File: src/rtl/vga_sync_ctrl.sv
// VGA timing generator: h/v counters, registered sync/visible-pixel decode,
// and a start/stop sequencer that only stops or starts on frame boundaries.
module vga_sync_ctrl #(
    parameter int H_SYNC  = 120,
    parameter int H_BACK  = 64,
    parameter int H_ACT   = 800,
    parameter int H_FRONT = 56,
    parameter int V_SYNC  = 6,
    parameter int V_BACK  = 23,
    parameter int V_ACT   = 600,
    parameter int V_FRONT = 37
) (
    input  logic        clk,
    input  logic        rst,
    input  logic        en,
    output logic        hsync,
    output logic        vsync,
    output logic        ready,
    output logic [10:0] x_addr,
    output logic [10:0] y_addr,
    output logic        frame_start,
    output logic        busy
);
    localparam logic [10:0] H_SYNC_C = 11'(H_SYNC);
    localparam logic [10:0] H_ACT_LO = 11'(H_SYNC + H_BACK);
    localparam logic [10:0] H_ACT_HI = 11'(H_SYNC + H_BACK + H_ACT);
    localparam logic [10:0] H_LAST   = 11'(H_SYNC + H_BACK + H_ACT + H_FRONT - 1);
    localparam logic [10:0] V_SYNC_C = 11'(V_SYNC);
    localparam logic [10:0] V_ACT_LO = 11'(V_SYNC + V_BACK);
    localparam logic [10:0] V_ACT_HI = 11'(V_SYNC + V_BACK + V_ACT);
    localparam logic [10:0] V_LAST   = 11'(V_SYNC + V_BACK + V_ACT + V_FRONT - 1);

    typedef enum logic [1:0] {IDLE, RUN, STOP_PEND} state_t;

    state_t      state, state_nxt;
    logic [10:0] h_cnt, v_cnt;
    logic        h_last, v_last, frame_last, visible;

    assign h_last     = (h_cnt == H_LAST);
    assign v_last     = (v_cnt == V_LAST);
    assign frame_last = h_last && v_last;
    assign visible    = (h_cnt >= H_ACT_LO) && (h_cnt < H_ACT_HI) &&
                        (v_cnt >= V_ACT_LO) && (v_cnt < V_ACT_HI);

    // Frame end wins over a re-enable in STOP_PEND, giving one idle clock.
    always_comb begin
        state_nxt = state;
        case (state)
            IDLE:      if (en) state_nxt = RUN;
            RUN:       if (!en) state_nxt = STOP_PEND;
            STOP_PEND: begin
                if (frame_last)  state_nxt = IDLE;
                else if (en)     state_nxt = RUN;
            end
            default:   state_nxt = IDLE;
        endcase
    end

    always_ff @(posedge clk) begin
        if (rst) state <= IDLE;
        else     state <= state_nxt;
    end

    // Counters wrap to 0 at frame end, so IDLE is always entered with them cleared.
    always_ff @(posedge clk) begin
        if (rst) begin
            h_cnt <= '0;
            v_cnt <= '0;
        end else if (state != IDLE) begin
            if (h_last) begin
                h_cnt <= '0;
                v_cnt <= v_last ? 11'd0 : v_cnt + 11'd1;
            end else begin
                h_cnt <= h_cnt + 11'd1;
            end
        end
    end

    always_ff @(posedge clk) begin
        if (rst || state == IDLE) begin
            hsync       <= 1'b1;
            vsync       <= 1'b1;
            ready       <= 1'b0;
            x_addr      <= '0;
            y_addr      <= '0;
            frame_start <= 1'b0;
            busy        <= 1'b0;
        end else begin
            hsync       <= (h_cnt >= H_SYNC_C);
            vsync       <= (v_cnt >= V_SYNC_C);
            ready       <= visible;
            x_addr      <= visible ? h_cnt - H_ACT_LO : 11'd0;
            y_addr      <= visible ? v_cnt - V_ACT_LO : 11'd0;
            frame_start <= (state == RUN) && (h_cnt == 11'd0) && (v_cnt == 11'd0);
            busy        <= 1'b1;
        end
    end
endmodule
File: config.mk
export PLATFORM = sky130hd
export DESIGN_NAME = vga_sync_ctrl
export DESIGN_NICKNAME = d
export VERILOG_FILES = /design/src/rtl/vga_sync_ctrl.sv
export SDC_FILE = /design/constraint.sdc
export NUM_CORES = 1
export LEC_CHECK = 0
export BUFFER_PORTS_ARGS = -buffer_cell sky130_fd_sc_hd__clkbuf_2
export CAP_MARGIN = 20
export CELL_PAD_IN_SITES_DETAIL_PLACEMENT = 1
export CELL_PAD_IN_SITES_GLOBAL_PLACEMENT = 2
export CORE_MARGIN = 2
export CORE_UTILIZATION = 30
export CTS_CLUSTER_SIZE = 10
export DETAILED_ROUTE_END_ITERATION = 8
export PLACE_DENSITY = 0.7
export SLEW_MARGIN = 20
export SYNTH_ARGS = -nofsm -noshare
export SYNTH_HDL_FRONTEND = slang
export SYNTH_SLANG_ARGS = --single-unit
export TNS_END_PERCENT = 30
File: constraint.sdc
create_clock -name clk -period 3.14 [get_ports clk]
set_input_delay 0.314 -clock clk [delete_from_list [all_inputs] [get_ports clk]]
set_output_delay 0.314 -clock clk [all_outputs]
set_load 0.05 [all_outputs]
==> tab_implementation.tex, run 1 <==
\begin{tabular}{lr}
\hline
Metric & Value \\
\hline
\multicolumn{2}{l}{\textbf{Global routing}} \\
\quad GR Util All Layers & 14.3\% \\
\quad Total global routing overflow & 0 \\
\quad Global-route wire length before repair & 9.99 mm \\
\quad Vias in the first global route & 1964 \\
\quad Number of antenna violations at the first check in global routing & 0 \\
\quad Largest net degree at the start of global routing & 23 \\
\multicolumn{2}{l}{\textbf{Power}} \\
\quad Final total power & 1080 µW \\
\quad Worst vdd ir & 0.210 mV \\
\quad PwrDens & 393 nW/µm² \\
\quad Leakage dissipation & 0.000946 µW \\
\multicolumn{2}{l}{\textbf{Place}} \\
\quad Post-placement setup slack & 0.679 ns \\
\quad Placed Cells incl. Taps & 384 \\
\quad Count of input and output buffers & 29 \\
\quad Detail Placement HPWL & 4.31 mm \\
\quad Routability cong. & 0.795 \\
\multicolumn{2}{l}{\textbf{Floorplanning}} \\
\quad Area of the core region & 7810 µm² \\
\quad Total Die Area & 8920 µm² \\
\quad Cell Rows & 32 \\
\quad Starting utilization of the core area & 31.4\% \\
\quad Vertical die dimension & 94.4 µm \\
\quad IO Count & 30 \\
\quad X dimension of the die & 94.4 µm \\
\multicolumn{2}{l}{\textbf{Logic synthesis}} \\
\quad Mapped Nets & 278 \\
\quad Count of mapped cells out of synthesis & 267 \\
\quad Ys Warns & 0 \\
\quad Post-synthesis sequential element count & 51 \\
\quad Most area-consuming cells after synthesis & sky130\_fd\_sc\_hd\_\_dfxtp\_1 (42\%), sky130\_fd\_sc\_hd\_\_nor3\_2 (8.2\%), sky130\_fd\_sc\_hd\_\_xnor2\_1 (5.7\%) \\
\quad Cell area after technology mapping & 2450 µm² \\
\quad Number of different library cells in the post-synthesis netlist & 41 \\
\quad Sequential element share of the synthesized area & 41.6\% \\
\quad Mean post-synth cell area & 9.19 µm² \\
\quad Fraction of post-synthesis cell area in the top cell type by area & 41.6\% \\
\quad Dominant cell type by area after synthesis & sky130\_fd\_sc\_hd\_\_dfxtp\_1 \\
\multicolumn{2}{l}{\textbf{Detailed routing}} \\
\quad Remaining number of nets flagged by the antenna check after routing & 0 \\
\quad Count of vias placed by the detailed router & 1933 \\
\quad Detailed router's first-iteration violation count & 97 \\
\quad Final Routed Wirelength & 5.88 mm \\
\quad Via density & 4.93 \\
\quad First-pass DRT Iterations & 4 \\
\quad Remaining routing DRC violations & 0 \\
\quad Wire per inst & 15.0 µm \\
\multicolumn{2}{l}{\textbf{Worst setup path}} \\
\quad Critical path data arrival time & 2.65 ns \\
\quad Cell with the largest stage delay on the worst path & sky130\_fd\_sc\_hd\_\_or4\_1 \\
\quad Critical path start-end classification & reg2reg \\
\quad Critical Path RT & 3.32 ns \\
\quad Crit path top cell by count & sky130\_fd\_sc\_hd\_\_or4\_1 \\
\quad List of cells traversed by the critical path & or4\_1, nor4\_1, or4\_1, buf\_4, nor2\_1 \\
\quad Crit path capture type & register \\
\quad Worst-path maximum fanout & 15 \\
\quad Critical path launch point type & register \\
\quad Delay of the slowest cell on the worst path & 0.66 ns \\
\multicolumn{2}{l}{\textbf{Timing}} \\
\quad Headroom to the max-slew limit & 50.5\% \\
\quad Hold violation count in the final report & 0 \\
\quad Worst-case hold slack & 0.236 ns \\
\quad Slew at the pin with the worst max-slew slack & 0.742 ns \\
\quad Layout Skew & 0.00779 ns \\
\quad Fin crit share & 78.8\% \\
\quad Finish-stage setup viols & 0 \\
\quad Unrepaired setup endpoints after global routing & false \\
\quad Number of slew-limit violations in the final report & 0 \\
\quad Slack of the critical path & 0.667 ns \\
\quad Setup TNS after final layout & 0 ns \\
\quad Time the worst path needs with I/O delays and setup & 2.47 ns \\
\quad F\_max & 404 MHz \\
\multicolumn{2}{l}{\textbf{Layout}} \\
\quad Filler cell count & 936 \\
\quad Post-Layout Cell Count & 392 \\
\quad Fraction of layout cells with a size suffix above 1 & 23.4\% \\
\quad Count of inserted antenna diode cells & 0 \\
\quad Area used by sequential logic in the layout & 1020 µm² \\
\quad Layout net count & 300 \\
\quad Signed area change from the synthesized netlist to the final layout & 12.0\% \\
\quad Footprint of the multi-input gates & 1290 µm² \\
\multicolumn{2}{l}{\textbf{Clock tree}} \\
\quad Post\_cts resized & 0 \\
\quad Clock-pin slew of the registers on the worst-case setup and hold paths & 0.09 ns \\
\quad Insertion delay of the later-clocked pin in the worst-skew pair & 0.31 ns \\
\quad Sink Count & 51 \\
\quad Clock tree from TritonCTS & yes \\
\quad Number of post-CTS setup repair buffers & 0 \\
\quad CTS hold repair buffers & 0 \\
\quad Clock root buffer & sky130\_fd\_sc\_hd\_\_clkbuf\_8 \\
\quad Buffer levels on the longest clock path & 2 \\
\quad Number of buffers added by the clock tree synthesis step & 5 \\
\quad Total number of H-tree levels & 2 \\
\multicolumn{2}{l}{\textbf{Job}} \\
\quad Max\_cap viols & 0 \\
\multicolumn{2}{l}{\textbf{Hold path}} \\
\quad Tightest Hold Check Type & in2reg \\
\multicolumn{2}{l}{\textbf{Status}} \\
\quad Run status & complete, no violations \\
\hline
\end{tabular}
## cells in the final DEF (no fill, tap or decap), types with 3 or more instances in the layout
| master | n |
|---|---|
| sky130_fd_sc_hd__a21oi_1 | 15 |
| sky130_fd_sc_hd__buf_4 | 4 |
| sky130_fd_sc_hd__clkbuf_2 | 29 |
| sky130_fd_sc_hd__clkbuf_8 | 5 |
| sky130_fd_sc_hd__dfxtp_1 | 51 |
| sky130_fd_sc_hd__ha_1 | 8 |
| sky130_fd_sc_hd__inv_1 | 12 |
| sky130_fd_sc_hd__nand2_1 | 14 |
| sky130_fd_sc_hd__nand2b_1 | 3 |
| sky130_fd_sc_hd__nand3_1 | 12 |
| sky130_fd_sc_hd__nand4_1 | 6 |
| sky130_fd_sc_hd__nor2_1 | 23 |
| sky130_fd_sc_hd__nor3_1 | 10 |
| sky130_fd_sc_hd__nor3_2 | 20 |
| sky130_fd_sc_hd__nor4_1 | 4 |
| sky130_fd_sc_hd__o21ai_0 | 7 |
| sky130_fd_sc_hd__o21bai_1 | 3 |
| sky130_fd_sc_hd__o31ai_1 | 5 |
| sky130_fd_sc_hd__or3_1 | 3 |
| sky130_fd_sc_hd__or4_1 | 7 |
| sky130_fd_sc_hd__xnor2_1 | 16 |
| sky130_fd_sc_hd__xor2_1 | 8 |
## path summary, 6_finish.rpt
kind | to | cells past startpoint | slack [ns] | from
setup / recovery | ready | 5 | 0.67 | v_cnt[3]
setup reg to reg | ready | 5 | 0.67 | v_cnt[3]
hold reg to reg | h_cnt[1] | 2 | 0.50 | h_cnt[1]
hold / removal | state[1] | 2 | 0.24 | en
## per-stage QoR
| step | util (%) | instance area [µm²] |
|---|---|---|
| 6_report | 35.2 | 2750 |
| 5_1_grt | 35.2 | 2750 |
| 4_1_cts | 35.2 | 2750 |
| 3_5_place_dp | 34.1 | 2660 |
| 3_3_place_gp | 34.1 | 2660 |
| 2_1_floorplan | - | 2450 |
## registers in the layout (all words and copies together), names as in the netlist
signal	count
h_cnt	11
v_cnt	11
x_addr	11
y_addr	11
state	2
busy	1
frame_start	1
hsync	1
ready	1
vsync	1
## worst max-delay path: cells and delay by family (launching register included)
family,cells,cell delay [ns]
and+or+nand+nor,4,1.58
DFF,1,0.44
buffers and inverters,1,0.33
## routing by layer
metal / track usage (%) / wire, µm
met5: 0 / 0
met2: 21.4 / 2620
met3: 2.55 / 176
met1: 20.8 / 3000
met4: 4.71 / 85
## report_power, final
part / switching, µW / internal (µW) / total (µW)
Sequential: 4.48 / 652 / 657
Clock: 220 / 156 / 376
Combinational: 30.1 / 15.6 / 45.7
## cells by family (layout without fill, tap and decap cells)
group,Yosys count,in the layout,share of synthesized area (%)
buffers and inverters,30,53,5.66
flip-flops,51,51,41.6
adder cells (fa/ha/maj),8,8,4.08
AO/OA/AOI/OAI,40,40,10.4
AND/OR/NAND/NOR,114,114,29.7
XOR/XNOR,24,24,8.57
## cells in the mapped netlist
master and instances:
sky130_fd_sc_hd__nand3_1 12, sky130_fd_sc_hd__and4b_1 1, sky130_fd_sc_hd__or3_1 3, sky130_fd_sc_hd__xnor2_1 16
sky130_fd_sc_hd__a21o_1 1, sky130_fd_sc_hd__o211ai_1 2, sky130_fd_sc_hd__nor4b_2 2, sky130_fd_sc_hd__o21bai_1 3
sky130_fd_sc_hd__o31ai_1 5, sky130_fd_sc_hd__ha_1 8, sky130_fd_sc_hd__buf_2 6, sky130_fd_sc_hd__nor3_1 10
sky130_fd_sc_hd__nand4bb_1 1, sky130_fd_sc_hd__or4b_1 1, sky130_fd_sc_hd__o21ai_0 7, sky130_fd_sc_hd__clkbuf_1 9
sky130_fd_sc_hd__inv_1 12, sky130_fd_sc_hd__xor2_1 8, sky130_fd_sc_hd__a21bo_2 1, sky130_fd_sc_hd__dfxtp_1 51
sky130_fd_sc_hd__or4_1 7, sky130_fd_sc_hd__o2111ai_1 2, sky130_fd_sc_hd__nor4bb_1 1, sky130_fd_sc_hd__a211oi_1 1
sky130_fd_sc_hd__nor4_1 4, sky130_fd_sc_hd__nand2b_1 3, sky130_fd_sc_hd__a31o_2 1, sky130_fd_sc_hd__o211a_1 1
sky130_fd_sc_hd__nand3_4 1, sky130_fd_sc_hd__nor2_1 23, sky130_fd_sc_hd__a21oi_1 15, sky130_fd_sc_hd__or2_2 2
sky130_fd_sc_hd__o32ai_1 1, sky130_fd_sc_hd__nor3_2 20, sky130_fd_sc_hd__and3_1 1, sky130_fd_sc_hd__and4_1 1
sky130_fd_sc_hd__nand2_1 14, sky130_fd_sc_hd__nand4_1 6, sky130_fd_sc_hd__buf_4 1, sky130_fd_sc_hd__or4b_2 1
sky130_fd_sc_hd__buf_6 2
## layout make-up
cell class	count	share of cell area (%)
Timing Repair Buffer	33	6.38
Clock buffer	6	2.64
Multi-Input combinational cell	186	47.1
Inverter	12	1.64
Sequential cell	51	37.2
Tap cell	102	4.64
Clock inverter	2	0.455
Note: power is estimated with default switching activity, not from simulation.
==> run 2, diff against run 1 <==
- PLACE_DENSITY: 0.7 -> 0.73
- clock period: 3.14 -> 2.15 ns (I/O delays scaled with it)
==> run 2 against run 1 <==
  * Cell area grew 5.5%
  * Critical path type unchanged
  * Power grew 57%
  * Register-to-register slack lost 0.58 ns
  * Via count grew 4.9%
  * Clock power grew 77%
  * Routed wire length grew 7.0%
==> tab_implementation.tex, run 2 (synthesis results as in run 1) <==
\begin{tabular}{lr}
\hline
Metric & Value \\
\hline
\multicolumn{2}{l}{\textbf{Worst setup path}} \\
\quad Critical Path RT & 2.36 ns (-0.96 ns) \\
\quad Critical path data arrival time & 2.28 ns (-0.37 ns) \\
\quad List of cells traversed by the critical path & buf\_4, o21ai\_0, nor4\_1, or4\_1, buf\_12, nor3\_1 \\
\quad Sum of buffers and inverters on the critical path & 2 (+1) \\
\quad Critical path start-end classification & reg2reg \\
\quad Critical path launch point type & register \\
\quad Cell family contributing the most delay on the critical path & simple AND/OR/NAND/NOR gates \\
\quad Cell with the largest stage delay on the worst path & sky130\_fd\_sc\_hd\_\_or4\_1 \\
\quad Delay of the slowest cell on the worst path & 0.57 ns (-0.09 ns) \\
\quad Worst-path maximum fanout & 23 (+8) \\
\quad Crit path capture type & register \\
\multicolumn{2}{l}{\textbf{Layout}} \\
\quad Commonest cells after routing, fill and taps aside & sky130\_fd\_sc\_hd\_\_dfxtp\_1 (50), sky130\_fd\_sc\_hd\_\_clkbuf\_2 (29), sky130\_fd\_sc\_hd\_\_nor2\_1 (23) \\
\quad Signed area change from the synthesized netlist to the final layout & 18.2\% \\
\quad Finished Cell Area & 2900 µm² (+5.5\%) \\
\quad Fraction of layout cells with a size suffix above 1 & 27.5\% (+4.1 points) \\
\quad Filler cell count & 936 (unchanged) \\
\quad Commonest non-fill, non-tap cell in the layout & sky130\_fd\_sc\_hd\_\_dfxtp\_1 \\
\quad Count of inserted antenna diode cells & 0 (unchanged) \\
\quad Layout net count & 316 (+5.3\%) \\
\multicolumn{2}{l}{\textbf{Place}} \\
\quad Count of input and output buffers & 29 (unchanged) \\
\quad Post-place instance area & 2800 µm² (+5.0\%) \\
\quad Detail Placement HPWL & 4.68 mm (+8.5\%) \\
\quad Routability cong. & 0.808 (+1.6\%) \\
\multicolumn{2}{l}{\textbf{Timing}} \\
\quad Fin crit share & 96.1\% (+17 points) \\
\quad Layout Skew & 0.00867 ns (+0.000875 ns) \\
\quad Time the worst path needs with I/O delays and setup & 2.07 ns (-0.408 ns) \\
\quad Number of slew-limit violations in the final report & 0 (unchanged) \\
\quad F\_max & 484 MHz (+20\%) \\
\quad Headroom to the max-slew limit & 63.0\% (+12 points) \\
\quad Finish-stage setup viols & 0 (unchanged) \\
\quad Unrepaired setup endpoints after global routing & false \\
\quad Slew at the pin with the worst max-slew slack & 0.554 ns (-0.188 ns) \\
\quad Setup TNS after final layout & 0 ns (unchanged) \\
\quad Hold violation count in the final report & 0 (unchanged) \\
\multicolumn{2}{l}{\textbf{Status}} \\
\quad Run status & complete, no violations \\
\multicolumn{2}{l}{\textbf{Detailed routing}} \\
\quad Final Routed Wirelength & 6.29 mm (+7.0\%) \\
\quad Wire per inst & 15.5 µm (+3.1\%) \\
\quad Count of vias placed by the detailed router & 2028 (+4.9\%) \\
\quad Remaining number of nets flagged by the antenna check after routing & 0 (unchanged) \\
\quad Detailed router's first-iteration violation count & 63 (-35\%) \\
\quad First-pass DRT Iterations & 4 (unchanged) \\
\quad Remaining routing DRC violations & 0 (unchanged) \\
\quad Via density & 4.98 (+1.0\%) \\
\multicolumn{2}{l}{\textbf{Floorplanning}} \\
\quad IO Count & 30 (unchanged) \\
\quad X dimension of the die & 94.4 µm (unchanged) \\
\quad Area of the core region & 7810 µm² (unchanged) \\
\quad Cell Rows & 32 (unchanged) \\
\quad Total Die Area & 8920 µm² (unchanged) \\
\quad Starting utilization of the core area & 31.4\% (unchanged) \\
\quad Vertical die dimension & 94.4 µm (unchanged) \\
\multicolumn{2}{l}{\textbf{Clock tree}} \\
\quad Number of post-CTS setup repair buffers & 0 (unchanged) \\
\quad Insertion delay of the later-clocked pin in the worst-skew pair & 0.31 ns (about the same) \\
\quad Clock tree from TritonCTS & yes \\
\quad Clock root buffer & sky130\_fd\_sc\_hd\_\_clkbuf\_8 \\
\quad Total number of H-tree levels & 2 (unchanged) \\
\quad CTS hold repair buffers & 0 (unchanged) \\
\quad Sink Count & 51 (unchanged) \\
\quad Number of buffers added by the clock tree synthesis step & 5 (unchanged) \\
\quad Post\_cts resized & 0 (unchanged) \\
\quad Buffer levels on the longest clock path & 2 (unchanged) \\
\quad Clock-pin slew of the registers on the worst-case setup and hold paths & 0.10 ns (about the same) \\
\multicolumn{2}{l}{\textbf{Global routing}} \\
\quad Global-route wire length before repair & 10.6 mm (+6.1\%) \\
\quad Total global routing overflow & 0 (unchanged) \\
\quad Vias in the first global route & 2024 (+3.1\%) \\
\quad GR Util All Layers & 15.3\% (+0.94 points) \\
\quad Number of antenna violations at the first check in global routing & 0 (unchanged) \\
\quad Largest net degree at the start of global routing & 24 (+4.3\%) \\
\multicolumn{2}{l}{\textbf{Power}} \\
\quad Leakage dissipation & 0.00105 µW (+11\%) \\
\quad PwrDens & 583 nW/µm² (+49\%) \\
\quad Worst vdd ir & 0.310 mV (+47\%) \\
\multicolumn{2}{l}{\textbf{Hold path}} \\
\quad Tightest Hold Check Type & in2reg \\
\multicolumn{2}{l}{\textbf{Job}} \\
\quad Max\_cap viols & 0 (unchanged) \\
\hline
\end{tabular}
## run 2: area by class of cell
| class | instances | area [µm²] | share of cell area (%) |
|---|---|---|---|
| Multi-Input combinational cell | 186 | 1290 | 44.6 |
| Tap cell | 102 | 128 | 4.40 |
| Clock inverter | 1 | 30.0 | 1.04 |
| Inverter | 12 | 45.0 | 1.55 |
| Timing Repair Buffer | 49 | 308 | 10.6 |
| Clock buffer | 6 | 72.6 | 2.50 |
| Sequential cell | 51 | 1020 | 35.3 |
## run 2: final timing paths
| kind | startpoint | end | slack, ns | cells after the start |
|---|---|---|---|---|
| worst min-delay path | en | state[1] | 0.13 | 2 |
| worst max register to register | v_cnt[1] | y_addr[10] | 0.08 | 6 |
| worst max-delay path | v_cnt[1] | y_addr[10] | 0.08 | 6 |
| worst min register to register | h_cnt[1] | h_cnt[1] | 0.52 | 2 |
## run 2: where the power goes
group | internal (µW) | total (µW) | switching (µW)
clock | 342 | 666 | 324
sequential | 953 | 959 | 6.42
combinational | 22.8 | 66.3 | 43.5
## run 2: metal layers
metal	up-vias	global-route usage, %	share of wire [%]
met2	32	23.3	45
met1	974	21.7	51
met4	0	5.43	1.7
li1	1013	-	-
met3	9	2.47	2.8
met5	-	0	0
## run 2: per-stage QoR
step           worst slack (ns)  instances  hold WS [ns]  total power, µW  utilization (%)
2_1_floorplan             0.273        267         0.333             1030                -
3_3_place_gp              0.196        400         0.464             1050             35.8
3_5_place_dp              0.124        400         0.468             1050             35.8
4_1_cts                  0.0798        407         0.129             1720             37.1
5_1_grt                  0.0273        407         0.148             1750             37.1
6_report                 0.0848        407         0.132             1690             37.1
